**config.mk**
```make
export PLATFORM = sky130hd
export DESIGN_NAME = ex_muldiv_unit_flat
export DESIGN_NICKNAME = d
export VERILOG_FILES = /design/src/rtl/ex_pkg.sv /design/src/rtl/ex_muldiv_unit_if.sv /design/src/rtl/ex_mul_step.sv /design/src/rtl/ex_muldiv_unit.sv /design/src/flat_wrapper.sv
export SDC_FILE = /design/constraint.sdc
export NUM_CORES = 1
export LEC_CHECK = 0
export CORE_ASPECT_RATIO = 0.9
export CORE_UTILIZATION = 23
export CTS_CLUSTER_SIZE = 20
export DETAILED_ROUTE_END_ITERATION = 7
export PLACE_DENSITY = 0.5
export SLEW_MARGIN = 30
export SYNTH_ARGS = -nofsm -noshare
export SYNTH_HDL_FRONTEND = slang
export SYNTH_SLANG_ARGS = --single-unit
```
**constraint.sdc**
```tcl
create_clock -name clk_I -period 12 [get_ports clk_I]
set_input_delay 1.2 -clock clk_I [delete_from_list [all_inputs] [get_ports clk_I]]
set_output_delay 1.2 -clock clk_I [all_outputs]
set_load 0.01 [all_outputs]
```
**src/rtl/ex_pkg.sv**
```systemverilog
// Shared op encodings, FSM states and operand-sign helpers for the execute-stage mul/div unit.
package ex_pkg;

  localparam logic [2:0] F3_MUL    = 3'b000;
  localparam logic [2:0] F3_MULH   = 3'b001;
  localparam logic [2:0] F3_MULHSU = 3'b010;
  localparam logic [2:0] F3_MULHU  = 3'b011;
  localparam logic [2:0] F3_DIV    = 3'b100;
  localparam logic [2:0] F3_DIVU   = 3'b101;
  localparam logic [2:0] F3_REM    = 3'b110;
  localparam logic [2:0] F3_REMU   = 3'b111;

  typedef enum logic [1:0] {
    S_IDLE = 2'd0,
    S_MUL  = 2'd1,
    S_DIV  = 2'd2,
    S_DONE = 2'd3
  } state_e;

  function automatic logic f3_signed_a(input logic [2:0] f3);
    return (f3 != F3_MULHU) && (f3 != F3_DIVU) && (f3 != F3_REMU);
  endfunction

  // MULHSU treats rs2 as unsigned, so only these four look at its sign.
  function automatic logic f3_signed_b(input logic [2:0] f3);
    return (f3 == F3_MUL) || (f3 == F3_MULH) || (f3 == F3_DIV) || (f3 == F3_REM);
  endfunction

endpackage

```
**src/rtl/ex_muldiv_unit_if.sv**
```systemverilog
// Request/response channel between the execute stage and the mul/div unit.
interface ex_muldiv_unit_if #(
  parameter int XLEN = 32
);
  logic            req_valid;
  logic            req_ready;
  logic [2:0]      req_funct3;
  logic [XLEN-1:0] req_rs1;
  logic [XLEN-1:0] req_rs2;
  logic [4:0]      req_rd;
  logic [XLEN-1:0] req_pc;
  logic            flush;
  logic            resp_valid;
  logic            resp_ready;
  logic [XLEN-1:0] resp_data;
  logic [4:0]      resp_rd;
  logic [XLEN-1:0] resp_pc;
  logic            busy;

  modport master (
    output req_valid, req_funct3, req_rs1, req_rs2, req_rd, req_pc, flush, resp_ready,
    input  req_ready, resp_valid, resp_data, resp_rd, resp_pc, busy
  );

  modport slave (
    input  req_valid, req_funct3, req_rs1, req_rs2, req_rd, req_pc, flush, resp_ready,
    output req_ready, resp_valid, resp_data, resp_rd, resp_pc, busy
  );
endinterface

```
**src/rtl/ex_mul_step.sv**
```systemverilog
// One shift-add multiply step: adds mcand x low MUL_BITS of acc into the upper half, then shifts right.
module ex_mul_step #(
  parameter int XLEN     = 32,
  parameter int MUL_BITS = 4
) (
  input  logic [2*XLEN-1:0] acc,
  input  logic [XLEN-1:0]   mcand,
  output logic [2*XLEN-1:0] acc_next
);

  logic [XLEN+MUL_BITS-1:0] pp;
  logic [XLEN+MUL_BITS-1:0] sum;

  always_comb begin
    pp       = {{MUL_BITS{1'b0}}, mcand} * {{XLEN{1'b0}}, acc[MUL_BITS-1:0]};
    sum      = pp + {{MUL_BITS{1'b0}}, acc[2*XLEN-1:XLEN]};
    acc_next = {sum, acc[XLEN-1:MUL_BITS]};
  end

endmodule

```
**src/rtl/ex_muldiv_unit.sv**
```systemverilog
// Multi-cycle RV32M/RV64M multiply-divide unit with valid/ready request and response channels.
// Define EX_DIV_EN to build the divider; otherwise divide/remainder ops return 0 in one cycle.
//
// state  | meaning
// S_IDLE | waiting for a request, req_ready high
// S_MUL  | shift-add multiply, MUL_BITS per cycle
// S_DIV  | restoring divide, one bit per cycle
// S_DONE | result held on resp_* until resp_ready
module ex_muldiv_unit
  import ex_pkg::*;
#(
  parameter int XLEN     = 32,
  parameter int MUL_BITS = 4
) (
  input  logic            clk_I,
  input  logic            rst_n,
  ex_muldiv_unit_if.slave io
);

  localparam int N_MUL = XLEN / MUL_BITS;
  localparam int CNT_W = $clog2(XLEN);

  state_e            state_q, state_d;
  logic [CNT_W-1:0]  cnt_q;
  logic [2:0]        f3_q;
  logic              neg_q;
  logic [2*XLEN-1:0] acc_q;
  logic [XLEN-1:0]   mcand_q;
  logic [XLEN-1:0]   data_q;
  logic [4:0]        rd_q;
  logic [XLEN-1:0]   pc_q;

  logic              is_idle, accept, last_mul;
  logic              sa, sb, fast;
  logic [XLEN-1:0]   a_mag, b_mag, fast_data, mul_res;
  logic [2*XLEN-1:0] step_acc, acc_nx, prod;
  logic [XLEN-1:0]   step_mcand;

  assign is_idle  = (state_q == S_IDLE);
  assign accept   = is_idle && io.req_valid && !io.flush;
  assign last_mul = (state_q == S_MUL) && (cnt_q == CNT_W'(N_MUL - 1));

  always_comb begin
    sa    = io.req_rs1[XLEN-1] && f3_signed_a(io.req_funct3);
    sb    = io.req_rs2[XLEN-1] && f3_signed_b(io.req_funct3);
    a_mag = sa ? -io.req_rs1 : io.req_rs1;
    b_mag = sb ? -io.req_rs2 : io.req_rs2;
  end

  // The acceptance edge already performs the first iteration on the incoming magnitudes.
  assign step_acc   = is_idle ? {{XLEN{1'b0}}, b_mag} : acc_q;
  assign step_mcand = is_idle ? a_mag : mcand_q;

  ex_mul_step #(
    .XLEN     (XLEN),
    .MUL_BITS (MUL_BITS)
  ) u_mul_step (
    .acc      (step_acc),
    .mcand    (step_mcand),
    .acc_next (acc_nx)
  );

  always_comb begin
    prod    = neg_q ? -acc_nx : acc_nx;
    mul_res = (f3_q == F3_MUL) ? prod[XLEN-1:0] : prod[2*XLEN-1:XLEN];
  end

`ifdef EX_DIV_EN
  localparam logic [XLEN-1:0] MOST_NEG = {1'b1, {(XLEN-1){1'b0}}};

  logic            rneg_q;
  logic [XLEN-1:0] rem_q, quo_q, dvs_q;
  logic [XLEN-1:0] r_in, q_in, d_in, r_nx, q_nx, div_res;
  logic [XLEN:0]   r_sh, diff;
  logic            div_zero, ovf, last_div;

  assign last_div = (state_q == S_DIV) && (cnt_q == CNT_W'(XLEN - 1));

  always_comb begin
    r_in    = is_idle ? '0 : rem_q;
    q_in    = is_idle ? a_mag : quo_q;
    d_in    = is_idle ? b_mag : dvs_q;
    r_sh    = {r_in, q_in[XLEN-1]};
    diff    = r_sh - {1'b0, d_in};
    r_nx    = diff[XLEN] ? r_sh[XLEN-1:0] : diff[XLEN-1:0];
    q_nx    = {q_in[XLEN-2:0], ~diff[XLEN]};
    div_res = f3_q[1] ? (rneg_q ? -r_nx : r_nx) : (neg_q ? -q_nx : q_nx);
  end

  always_comb begin
    div_zero  = (io.req_rs2 == '0);
    ovf       = !io.req_funct3[0] && (io.req_rs1 == MOST_NEG) && (io.req_rs2 == '1);
    fast      = div_zero || ovf;
    if (io.req_funct3[1]) fast_data = div_zero ? io.req_rs1 : '0;
    else                  fast_data = div_zero ? '1 : io.req_rs1;
  end
`else
  always_comb begin
    fast      = 1'b1;
    fast_data = '0;
  end
`endif

  always_ff @(posedge clk_I or negedge rst_n) begin
    if (!rst_n) state_q <= S_IDLE;
    else        state_q <= state_d;
  end

  always_comb begin
    state_d       = state_q;
    io.req_ready  = 1'b0;
    io.resp_valid = 1'b0;
    io.busy       = 1'b1;
    case (state_q)
      S_IDLE: begin
        io.req_ready = 1'b1;
        io.busy      = 1'b0;
        if (accept) begin
          if (!io.req_funct3[2]) state_d = S_MUL;
          else if (fast)         state_d = S_DONE;
`ifdef EX_DIV_EN
          else                   state_d = S_DIV;
`endif
        end
      end
      S_MUL:  if (last_mul) state_d = S_DONE;
`ifdef EX_DIV_EN
      S_DIV:  if (last_div) state_d = S_DONE;
`endif
      S_DONE: begin
        io.resp_valid = 1'b1;
        if (io.resp_ready) state_d = S_IDLE;
      end
      default: state_d = S_IDLE;
    endcase
    if (io.flush) state_d = S_IDLE;
  end

  // A flushed op leaves every datapath register untouched, so no stale result leaks out.
  always_ff @(posedge clk_I or negedge rst_n) begin
    if (!rst_n) begin
      cnt_q   <= '0;
      f3_q    <= '0;
      neg_q   <= 1'b0;
      acc_q   <= '0;
      mcand_q <= '0;
      data_q  <= '0;
      rd_q    <= '0;
      pc_q    <= '0;
`ifdef EX_DIV_EN
      rneg_q  <= 1'b0;
      rem_q   <= '0;
      quo_q   <= '0;
      dvs_q   <= '0;
`endif
    end else if (!io.flush) begin
      if (accept) begin
        f3_q    <= io.req_funct3;
        rd_q    <= io.req_rd;
        pc_q    <= io.req_pc;
        neg_q   <= sa ^ sb;
        cnt_q   <= CNT_W'(1);
        acc_q   <= acc_nx;
        mcand_q <= a_mag;
`ifdef EX_DIV_EN
        rneg_q  <= sa;
        rem_q   <= r_nx;
        quo_q   <= q_nx;
        dvs_q   <= b_mag;
`endif
        if (io.req_funct3[2] && fast) data_q <= fast_data;
      end else if (state_q == S_MUL) begin
        acc_q <= acc_nx;
        if (last_mul) begin
          data_q <= mul_res;
          cnt_q  <= '0;
        end else begin
          cnt_q <= cnt_q + CNT_W'(1);
        end
      end
`ifdef EX_DIV_EN
      else if (state_q == S_DIV) begin
        rem_q <= r_nx;
        quo_q <= q_nx;
        if (last_div) begin
          data_q <= div_res;
          cnt_q  <= '0;
        end else begin
          cnt_q <= cnt_q + CNT_W'(1);
        end
      end
`endif
    end
  end

  assign io.resp_data = data_q;
  assign io.resp_rd   = rd_q;
  assign io.resp_pc   = pc_q;

endmodule

```
**src/flat_wrapper.sv**
```systemverilog
// flat-port wrapper written by rule: the top's interface ports become plain ports
module ex_muldiv_unit_flat import ex_pkg::*;
#(
  parameter int XLEN     = 32,
  parameter int MUL_BITS = 4
)
  (clk_I, rst_n, io_req_valid, io_req_funct3, io_req_rs1, io_req_rs2, io_req_rd, io_req_pc, io_flush, io_resp_ready, io_req_ready, io_resp_valid, io_resp_data, io_resp_rd, io_resp_pc, io_busy);
  ex_muldiv_unit_if #(.XLEN(XLEN)) io_i ();
  input  logic clk_I;
  input  logic rst_n;
  input wire logic [$bits(io_i.req_valid)-1:0] io_req_valid;
  input wire logic [$bits(io_i.req_funct3)-1:0] io_req_funct3;
  input wire logic [$bits(io_i.req_rs1)-1:0] io_req_rs1;
  input wire logic [$bits(io_i.req_rs2)-1:0] io_req_rs2;
  input wire logic [$bits(io_i.req_rd)-1:0] io_req_rd;
  input wire logic [$bits(io_i.req_pc)-1:0] io_req_pc;
  input wire logic [$bits(io_i.flush)-1:0] io_flush;
  input wire logic [$bits(io_i.resp_ready)-1:0] io_resp_ready;
  output wire logic [$bits(io_i.req_ready)-1:0] io_req_ready;
  output wire logic [$bits(io_i.resp_valid)-1:0] io_resp_valid;
  output wire logic [$bits(io_i.resp_data)-1:0] io_resp_data;
  output wire logic [$bits(io_i.resp_rd)-1:0] io_resp_rd;
  output wire logic [$bits(io_i.resp_pc)-1:0] io_resp_pc;
  output wire logic [$bits(io_i.busy)-1:0] io_busy;
  assign io_i.req_valid = io_req_valid;
  assign io_i.req_funct3 = io_req_funct3;
  assign io_i.req_rs1 = io_req_rs1;
  assign io_i.req_rs2 = io_req_rs2;
  assign io_i.req_rd = io_req_rd;
  assign io_i.req_pc = io_req_pc;
  assign io_i.flush = io_flush;
  assign io_i.resp_ready = io_resp_ready;
  assign io_req_ready = io_i.req_ready;
  assign io_resp_valid = io_i.resp_valid;
  assign io_resp_data = io_i.resp_data;
  assign io_resp_rd = io_i.resp_rd;
  assign io_resp_pc = io_i.resp_pc;
  assign io_busy = io_i.busy;
  ex_muldiv_unit #(.XLEN(XLEN), .MUL_BITS(MUL_BITS)) u_core (.clk_I(clk_I), .rst_n(rst_n), .io(io_i));
endmodule
```
# ---- Yosys cells after proc, flatten, opt, wreduce, memory -nomap -nowiden
# Cells that the tools add are included.
dict set report totals {
  input_bits 109
  reg_bits 176
  out_inout_bits 72
}
dict set report classes {
  n_reduce_logical 20
  n_addsub 5
  n_mux 24
  eq_ne 13
  mul 1
  n_bitwise 2
}
# operator n
set op_table {}
lappend op_table {{two-way mux 32 bit} 8}
lappend op_table {{two-way mux 64 bit} 4}
lappend op_table {{negator 32 bit} 2}
lappend op_table {{negator 64 bit} 1}
lappend op_table {{adder 36 x 32 -> 36 bit} 1}
lappend op_table {{multiplier 32 x 4 -> 36 bit} 1}
lappend op_table {{two-way mux 5 bit} 3}
lappend op_table {{inequality test 3 bit (second input constant)} 4}
lappend op_table {{two-way mux 2 bit} 5}
lappend op_table {{logical AND 1 bit} 7}
lappend op_table {{equality test 3 bit (second input constant)} 2}
lappend op_table {{logical NOT 3 bit} 2}
lappend op_table {{inequality test 3 x 2 -> 1 bit (second input constant)} 2}
lappend op_table {{one-hot mux 2 bit (3 select lines)} 1}
lappend op_table {{adder 5 x 1 -> 5 bit (second input constant)} 1}
lappend op_table {{equality test 5 x 3 -> 1 bit (second input constant)} 1}
lappend op_table {{AND reduction 2 bit} 2}
lappend op_table {{AND reduction 4 bit} 1}
lappend op_table {{nonzero test 2 bit} 2}
lappend op_table {{equality test 3 x 1 -> 1 bit (second input constant)} 1}
lappend op_table {{logical OR 1 bit} 3}
lappend op_table {{two-way mux 1 bit} 3}
lappend op_table {{AND reduction 3 bit} 1}
lappend op_table {{equality test 2 x 1 -> 1 bit (second input constant)} 1}
lappend op_table {{6 further kinds} 6}

# ---- Depth between registers and ports, before layout
# Gate-level depths: netlist (run 1).
dict set report depth {
  word_depth 15
  depth_mapped 31
  depth_no_buf 30
}

# ---- Hierarchy
# From an unflattened synthesis (run 1), not the netlist that was laid out.
dict set report unflattened {
  hier_cells 2032
  area_unflattened_um2 15911.5
}
# module cells_each area_per_inst_um2 instances
set modules_own_cells {}
lappend modules_own_cells {ex_muldiv_unit 1367 10631.4 1}
lappend modules_own_cells {ex_mul_step 665 5280.1 1}

# ---- Worst setup path before layout (run 1)
# Ideal clock, no wire load.
dict set report synth_path {
  path_kind {input port to flip-flop}
  start {in io_req_funct3[2]}
  end {reg u_core.data_q[31] (netlist: u_core.io.resp_data[31])}
  setup_ps 128
  stages 27
  path_slack_ps 3911
  required_ps 11872
  t_arrival_ps 7961
  path_cell_list {mux2_2 -> nor2_1 -> clkbuf_1 -> o31ai_1 -> xnor2_1 -> mux2i_1 -> clkbuf_1 -> nor2_1 -> fa_1 -> fa_1 -> inv_1 -> fa_1 -> inv_1 -> ha_1 -> clkbuf_1 -> a21oi_1 -> o21ai_0 -> a221o_1 -> or3_1 -> a22oi_1 -> o2111ai_1 -> or3_1 -> or3b_1 -> clkbuf_1 -> nor4_2 -> mux2i_1 -> nand3_1}
}
dict set report synth_via {
  elab_chain_cells 15
  elab_cells_between_ends 28
}
# item line
set synth_lines {}
lappend synth_lines {{start, declared} flat_wrapper.sv:12} ;# input wire logic [$bits(io_i.req_funct3)-1:0] io_req_funct3;
lappend synth_lines {{equality test 3 x 1 -> 1 bit / logical NOT 3 bit (equally long branches)} ex_pkg.sv:26} ;# return (f3 == F3_MUL) || (f3 == F3_MULH) || (f3 == F3_DIV) || (f3 == F3_REM);
lappend synth_lines {{logical OR 1 bit (3 in a row)} ex_pkg.sv:26}
lappend synth_lines {{logical AND 1 bit} ex_muldiv_unit.sv:45} ;# sb = io.req_rs2[XLEN-1] && f3_signed_b(io.req_funct3);
lappend synth_lines {{two-way mux 32 bit} ex_muldiv_unit.sv:47} ;# b_mag = sb ? -io.req_rs2 : io.req_rs2;
lappend synth_lines {{two-way mux 64 bit} ex_muldiv_unit.sv:51} ;# assign step_acc = is_idle ? {{XLEN{1'b0}}, b_mag} : acc_q;
lappend synth_lines {{multiplier 32 x 4 -> 36 bit} ex_mul_step.sv:15} ;# pp = {{MUL_BITS{1'b0}}, mcand} * {{XLEN{1'b0}}, acc[MUL_BITS-1:0]};
lappend synth_lines {{adder 36 x 32 -> 36 bit} ex_mul_step.sv:16} ;# sum = pp + {{MUL_BITS{1'b0}}, acc[2*XLEN-1:XLEN]};
lappend synth_lines {{negator 64 bit} ex_muldiv_unit.sv:64} ;# prod = neg_q ? -acc_nx : acc_nx;
lappend synth_lines {{two-way mux 64 bit} ex_muldiv_unit.sv:64}
lappend synth_lines {{two-way mux 32 bit} ex_muldiv_unit.sv:65} ;# mul_res = (f3_q == F3_MUL) ? prod[XLEN-1:0] : prod[2*XLEN-1:XLEN];
lappend synth_lines {{two-way mux 32 bit} ex_muldiv_unit.sv:174} ;# if (last_mul) begin
lappend synth_lines {{two-way mux 32 bit} ex_muldiv_unit.sv:172} ;# end else if (state_q == S_MUL) begin
lappend synth_lines {{two-way mux 32 bit} ex_muldiv_unit.sv:157} ;# if (accept) begin
lappend synth_lines {{end signal, assigned} ex_muldiv_unit.sv:171} ;# if (io.req_funct3[2] && fast) data_q <= fast_data;
lappend synth_lines {{end signal, assigned} ex_muldiv_unit.sv:175} ;# data_q <= mul_res;
lappend synth_lines {{end, declared} ex_muldiv_unit.sv:29} ;# logic [XLEN-1:0] data_q;
# Several ways; a longest one is shown, not always the timed one. The select of a mux whose other input is x is not followed.
# A chain may end at the register's enable or synchronous reset.

# ---- Worst setup path after layout (run 1)
dict set report layout_path {
  start {in io_req_funct3[2]}
  end {reg u_core.data_q[27] (netlist: u_core.io.resp_data[27])}
}
# The elaborated chain is that of the path after synthesis.

==> results of run 1 <==
-- cells by family (layout without fill, tap and decap cells) --
| kind of cell | Yosys count | in the layout | synth area share [%] |
|---|---|---|---|
| mux | 19 | 19 | 1.22 |
| compound gates | 462 | 462 | 18.4 |
| fa+ha+maj | 139 | 139 | 15.4 |
| simple gates | 856 | 856 | 24.4 |
| buf+inv | 227 | 349 | 5.47 |
| flops | 176 | 176 | 27.9 |
| xor+xnor | 129 | 129 | 7.16 |
-- worst max path at each step --
| stage | end | start | slack [ns] |
|---|---|---|---|
| after floorplan | u_core.io.resp_data[31] | io_req_funct3[2] | 3.91 |
| after global placement | u_core.io.resp_data[31] | io_req_funct3[2] | 2.36 |
| after detailed placement | u_core.io.resp_data[31] | io_req_funct3[2] | 2.16 |
| after CTS | u_core.io.resp_data[31] | io_req_funct3[2] | 2.73 |
| after global routing | u_core.io.resp_data[31] | io_req_funct3[2] | 2.00 |
| final | u_core.io.resp_data[27] | io_req_funct3[2] | 2.78 |
-- layout by cell type (no fill, tap or decap), drive strengths merged, types with 14 or more instances in the layout --
master	instances
mux2i	17
fa	91
a21oi	100
nand2	392
or2	15
nor3	42
o21ai	175
a21o	16
nor2	228
dfrtp	176
nand2b	14
or3	19
and2	24
clkbuf	19
nor4	22
xnor2	73
nand4	25
or4	14
inv	123
a22oi	25
clkdlybuf4s50	179
buf	18
o31ai	26
xor2	56
a31oi	16
nand3	30
ha	48
o21a	18
-- power groups by stage --
stage / Combinational, mW / Sequential (mW) / Clock [mW]
final: 2.87 / 0.909 / 0.628
after global routing: 3.21 / 0.934 / 0.671
after CTS: 2.88 / 0.917 / 0.652
after detailed placement: 2.87 / 0.927 / 0
after global placement: 2.87 / 0.919 / 0
after floorplan: 1.89 / 0.898 / 0
-- registers in the layout, summed over array words and instances (netlist names) --
name	cells
u_core.io.resp_pc	32
u_core.io.resp_data	32
u_core.state_q	2
u_core.f3_q	3
u_core.cnt_q	5
u_core.mcand_q	32
u_core.neg_q	1
u_core.acc_q	64
u_core.io.resp_rd	5
-- metal layers --
metal	global-route usage, %	vias up	part of all wire [%]
li1	-	7050	-
met1	20.9	7157	46
met2	27.3	367	48
met3	3.10	55	4.7
met4	4.69	4	1.9
met5	0	-	0.036
-- worst max-delay path: stages --
cell	delay, ns
clkdlybuf4s50_1	0.53
o21ai_0	0.71
and2_1	0.67
o21ai_0	0.22
xor2_1	0.23
nor2_1	0.06
a21oi_1	0.29
nor2_1	0.11
fa_1	0.52
fa_1	0.55
inv_1	0.05
fa_1	0.53
inv_1	0.04
ha_1	0.38
a21oi_1	0.27
o21ai_0	0.23
a21oi_1	0.31
nand2_1	0.19
xnor2_1	0.58
o2111ai_1	0.31
or3_1	0.41
or3b_1	0.57
o21ai_0	0.36
o211a_1	0.20
o21ai_1	0.06
-- metrics by stage --
stage	setup WS [ns]	util, %
3_5_place_dp	2.16	27.3
5_1_grt	2.00	28.3
4_1_cts	2.73	28.3
6_report	2.78	28.3
2_1_floorplan	3.91	-
3_3_place_gp	2.36	27.3
-- cell type report --
type                    count  area share (%)
inverters                 119            2.34
clock buffers              18            2.30
repair buffers            198            10.2
multi-input cells        1605            55.4
well taps                 874            5.73
flip-flops and latches    176            23.1
clock inverters            14           0.938
-- cell usage after synthesis, drive strengths merged, types with 7 or more instances --
master,count,area (um^2)
or3,19,124
a211oi,10,75.1
or2,15,93.8
nor2,228,856
buf,16,70.1
nand3,30,155
a31oi,16,100
nand4,25,156
a41oi,7,61.3
or4,14,116
a22oi,25,193
nand2,392,1470
o211ai,9,67.6
xor2,56,490
o31ai,26,219
nor3,42,210
a21oi,100,500
nor4,22,174
ha,48,601
inv,118,443
o21ai,175,880
clkbuf,92,347
o21a,18,135
a21o,16,120
o41ai,11,111
dfrtp,176,4400
xnor2,73,639
mux2i,17,170
and2,24,150
nand2b,14,87.6
fa,91,1820
and3,7,43.8
==> results by group, run 1 <==
Status
  • Status: complete, no violations

Timing
  • Max frequency: 108 MHz
  • Final hold viol count: 0
  • Hold Slack: 0.473 ns
  • Crit path time final: 9.22 ns
  • Clock Skew: 0.0135 ns
  • Fin. max-slew vios: 0
  • Fin Setup TNS: 0 ns
  • RSZ-0062 raised after global routing: no
  • Endpoints failing setup: 0
  • Worst slew pin tran: 0.910 ns
  • Final Cycle Share: 76.8%
  • Rel. slew slack: 39.3%

Final layout
  • Antenna diodes: 0
  • Fillers: 7277
  • Share of layout cells above drive strength 1: 5.02%
  • # nets final: 2365
  • P&R area growth vs syn: 20.9%
  • Post-Layout Cell Count: 3004
  • Finished Cell Area: 0.0191 mm^2
  • Reg area: 0.00441 mm^2
  • Multi-input gate area: 0.0106 mm^2

Route
  • Avg WL per Cell: 18.2 um
  • Final WL: 54800 um
  • Antenna viol nets, final: 0
  • Drt first pass iters: 5
  • Via count: 14600
  • DRC: 0
  • Vias/cell: 4.87
  • Initial DRC count: 926

Floorplan
  • Die Width: 278 um
  • Die area: 0.0696 mm^2
  • Initial Utilization: 23.4%
  • Cell Rows: 90
  • DIE HEIGHT: 250 um
  • Ports: 181
  • Core area: 0.0675 mm^2

Yosys
  • Top FF cell, synth: dfrtp_1
  • Sequential element share of the synthesized area: 27.9%
  • Distinct cells, synth: 82
  • Mapped Cells: 2008
  • Register bit total from synthesis: 176
  • Number of synthesized flops with an enable pin: 0
  • Syn Area/Cell: 7.85 um^2
  • Synthesized area: 0.0158 mm^2
  • Ys Warns: 0
  • Post-synth ARST share: 100%
  • Post-synth net total: 2256

Power and ir drop
  • Combinational power share: 65.1%
  • Leak Pwr: 8.13 nW
  • Clock power share: 14.2%
  • Flop pwr share: 20.6%
  • Power Total: 4.40 mW
  • P_int: 2.16 mW
  • PD cells: 231 mW/mm^2
  • Sw power: 2.25 mW
  • Switching Share: 51.0%
  • Worst VDD drop: 0.156 mV

Clocking
  • Post-CTS setup buffers: 0
  • Worst-path clk slew: 0.07 ns
  • Clock sinks: 176
  • Post-CTS Hold Buffers: 0
  • Max clock buf depth: 2
  • TritonCTS clock tree: built
  • TritonCTS buffer count: 17
  • Worst-Skew Late Latency: 0.50 ns
  • Number of H-tree levels: 4
  • Post-CTS resize count: 0
  • CTS root buf: clkbuf_16

Placed design
  • Buffers on Ports: 180
  • DP Area: 0.0184 mm^2
  • RePlAce Congestion: 0.848
  • DP Cell Count: 2972
  • Post-DP HPWL: 42700 um

Setup path
  • CP Capture Type: flip-flop
  • Data required time of the worst path: 12.36 ns
  • Top fanout value on the critical path: 18
  • Crit Reg-Reg Startpoint: u_core.state_q[0]
  • Critical path startpoint category: input pin
  • R2R cell count: 23
  • R2R Setup Slk: 3.66 ns
  • Worst r2r dst: u_core.io.resp_data[27]
  • Crit Path Class: in -> reg
  • Critical Path AT: 9.58 ns

Global route
  • GRT Total Usage: 16.2%
  • First-pass GRT wire length: 88100 um
  • Overflow after GRT: 0
  • Pin count of the biggest net entering global routing: 87
  • Initial antenna violation count: 2
  • Vias in the first global route: 15200

Hold path
  • Hold EP: u_core.io.resp_pc[14]
  • Hold_sp: u_core.io.resp_pc[14]
  • Hold depth: 2
  • Worst min path class: reg -> reg

Job
  • Max cap viols: 0
(Power assumes the default switching activity.)
==> inputs of run 2 (changes only) <==
--- a/config.mk
+++ b/config.mk
@@ -9,7 +9,7 @@
 export CORE_UTILIZATION = 23
 export CTS_CLUSTER_SIZE = 20
 export DETAILED_ROUTE_END_ITERATION = 7
-export PLACE_DENSITY = 0.5
+export PLACE_DENSITY = 0.52
 export SLEW_MARGIN = 30
 export SYNTH_ARGS = -nofsm -noshare
 export SYNTH_HDL_FRONTEND = slang
==> constraint.sdc (replaced) <==
create_clock -name clk_I -period 7.6 [get_ports clk_I]
set_input_delay 0.76 -clock clk_I [delete_from_list [all_inputs] [get_ports clk_I]]
set_output_delay 0.76 -clock clk_I [all_outputs]
set_load 0.01 [all_outputs]
==> run 2 against run 1 <==
- combinational power rose by 110%
- critical path type unchanged
- register-to-register slack got worse by 2.9 ns
- clock skew rose by 0.0075 ns
- sequential share of layout area fell by 2.5 points
- wire length rose by 1.7%
- highest routed layer unchanged
==> results by group, run 2 (synthesized netlist as in run 1, its figures left out) <==
Final layout
  • Most flops, register: u_core.acc_q
  • Share of layout cells above drive strength 1: 17.9% (+13 points)
  • Largest register FFs: 64 (unchanged)
  • Util after Layout: 31.8% (+3.5 points)
  • Commonest non-fill, non-tap cell in the layout: nand2_1
  • P&R area growth vs syn: 35.9%
  • # nets final: 2633 (+11%)
  • Finished Cell Area: 0.0214 mm^2 (+12%)
  • Post-Layout Cell Count: 3270 (+8.9%)
  • Antenna diodes: 0 (unchanged)
  • Fillers: 7046 (-3.2%)
  • Most frequent cells in the layout: nand2_1, buf_4, nor2_1, clkdlybuf4s50_1, dfrtp_1

Timing
  • Worst slew pin tran: 0.900 ns (-0.0105 ns)
  • Fin. max-slew vios: 0 (unchanged)
  • Final Cycle Share: 95.5%
  • Fin Setup TNS: 0 ns (unchanged)
  • Hold Slack: 0.147 ns (-0.326 ns)
  • Max frequency: 138 MHz
  • Final WS setup: 0.340 ns (-2.44 ns)
  • Final hold viol count: 0 (unchanged)
  • Crit path time final: 7.26 ns
  • Clock Skew: 0.0210 ns (+0.00750 ns)
  • Rel. slew slack: 39.5% (+0.24 points)
  • Endpoints failing setup: 0 (unchanged)

Setup path
  • Crit Path Class: in -> reg
  • Critical Path AT: 7.63 ns (-1.95 ns)
  • Data required time of the worst path: 7.97 ns (-4.39 ns)
  • CP max stage delay: 0.55 ns (-0.16 ns)
  • Top fanout value on the critical path: 10 (-8)
  • CP Capture Type: flip-flop
  • Critical path startpoint category: input pin
  • Slowest-stage cell, CP: fa_1
  • Crit-path most repeated cell: buf_4

Clocking
  • Clock sinks: 176 (unchanged)
  • Worst-Skew Late Latency: 0.50 ns (about the same)
  • Worst-path clk slew: 0.08 ns (about the same)
  • Number of H-tree levels: 4 (unchanged)
  • TritonCTS clock tree: built
  • CTS root buf: clkbuf_16
  • Max clock buf depth: 2 (unchanged)
  • TritonCTS buffer count: 17 (unchanged)

Route
  • Via count: 15600 (+6.6%)
  • Initial DRC count: 957 (+3.3%)
  • Avg WL per Cell: 17.0 um (-6.6%)
  • Final WL: 55700 um (+1.7%)
  • Drt first pass iters: 6 (+1)
  • Antenna viol nets, final: 0 (unchanged)
  • DRC: 0 (unchanged)
  • Vias/cell: 4.77 (-2.1%)

Floorplan
  • DIE HEIGHT: 250 um (unchanged)
  • Die area: 0.0696 mm^2 (unchanged)
  • Cell Rows: 90 (unchanged)
  • Core area: 0.0675 mm^2 (unchanged)
  • Ports: 181 (unchanged)
  • Initial Utilization: 23.4% (unchanged)
  • Die Width: 278 um (unchanged)

Power and ir drop
  • PD cells: 393 mW/mm^2 (+70%)
  • Worst VDD drop: 0.262 mV (+68%)
  • Leak Pwr: 9.50 nW (+17%)
  • Power Total: 8.43 mW (+91%)

Status
  • Status: complete, no violations

Placed design
  • Post-DP HPWL: 44200 um (+3.6%)
  • Buffers on Ports: 180 (unchanged)
  • Dpl ws: -0.665 ns (-2.83 ns)
  • DP Area: 0.0204 mm^2 (+11%)
  • DP Cell Count: 3234 (+8.8%)
  • RePlAce Congestion: 0.891 (+5.1%)

Global route
  • Initial antenna violation count: 3 (+1)
  • Pin count of the biggest net entering global routing: 102 (+17%)
  • Vias in the first global route: 16000 (+5.8%)
  • First-pass GRT wire length: 88600 um (+0.64%)
  • Overflow after GRT: 0 (unchanged)
  • GRT Total Usage: 16.2% (about the same)

Hold path
  • Worst min path class: in -> async

Job
  • Max cap viols: 0 (unchanged)
run 2: worst paths after layout:
| path | start | depth (start not counted) | to | slack, ns |
|---|---|---|---|---|
| setup / recovery | io_req_funct3[2] | 29 | u_core.io.resp_data[31] | 0.34 |
| hold / removal | rst_n | 1 | u_core.io.resp_data[10] | 0.15 |
| setup reg to reg | u_core.state_q[0] | 25 | u_core.io.resp_data[31] | 0.79 |
| hold reg to reg | u_core.io.resp_pc[4] | 2 | u_core.io.resp_pc[4] | 0.48 |
| max in group asynchronous | rst_n | 2 | u_core.neg_q | 6.33 |
| min in group clk_I | u_core.io.resp_pc[4] | 2 | u_core.io.resp_pc[4] | 0.48 |
run 2: routing by layer:
layer	track usage [%]	part of all wire (%)	vias up
met3	3.02	5.0	66
met4	5.59	2.4	6
met1	20.5	44	7583
met2	27.4	48	359
met5	0	0.088	-
li1	-	-	7588
run 2: final cells by class:
cell class	instances	area [um^2]	area share, %
sequential	176	4410	20.6
multi-input combinational	1605	10900	50.9
tap	874	1090	5.10
clock inverter	11	155	0.724
clock buffer	19	433	2.02
inverter	119	447	2.08
timing repair buffer	466	4000	18.7
run 2: worst max-delay path: cells and delay by family:
kind	cells	cell delay [ns]
compound gates	6	1.29
xor+xnor	1	0.13
fa+ha+maj	4	1.87
buf+inv	7	1.28
mux	3	0.63
simple gates	8	1.67
run 2: power by group:
group | leakage, nW | total, mW | internal [mW] | switching (mW)
logic | 7.02 | 6.03 | 2.81 | 3.22
registers | 2.20 | 1.44 | 1.22 | 0.223
clock network | 0.278 | 0.957 | 0.517 | 0.439
total | 9.50 | 8.43 | 4.55 | 3.89
run 2: timing repair:
action | in CTS | in global routing
hold buffers | 0 | 0
buffers inserted | 0 | 4
gates resized for setup | 3 | 77
endpoints found under the setup margin | 1 | 20
pin swaps | 1 | 28
cloned | 0 | 0
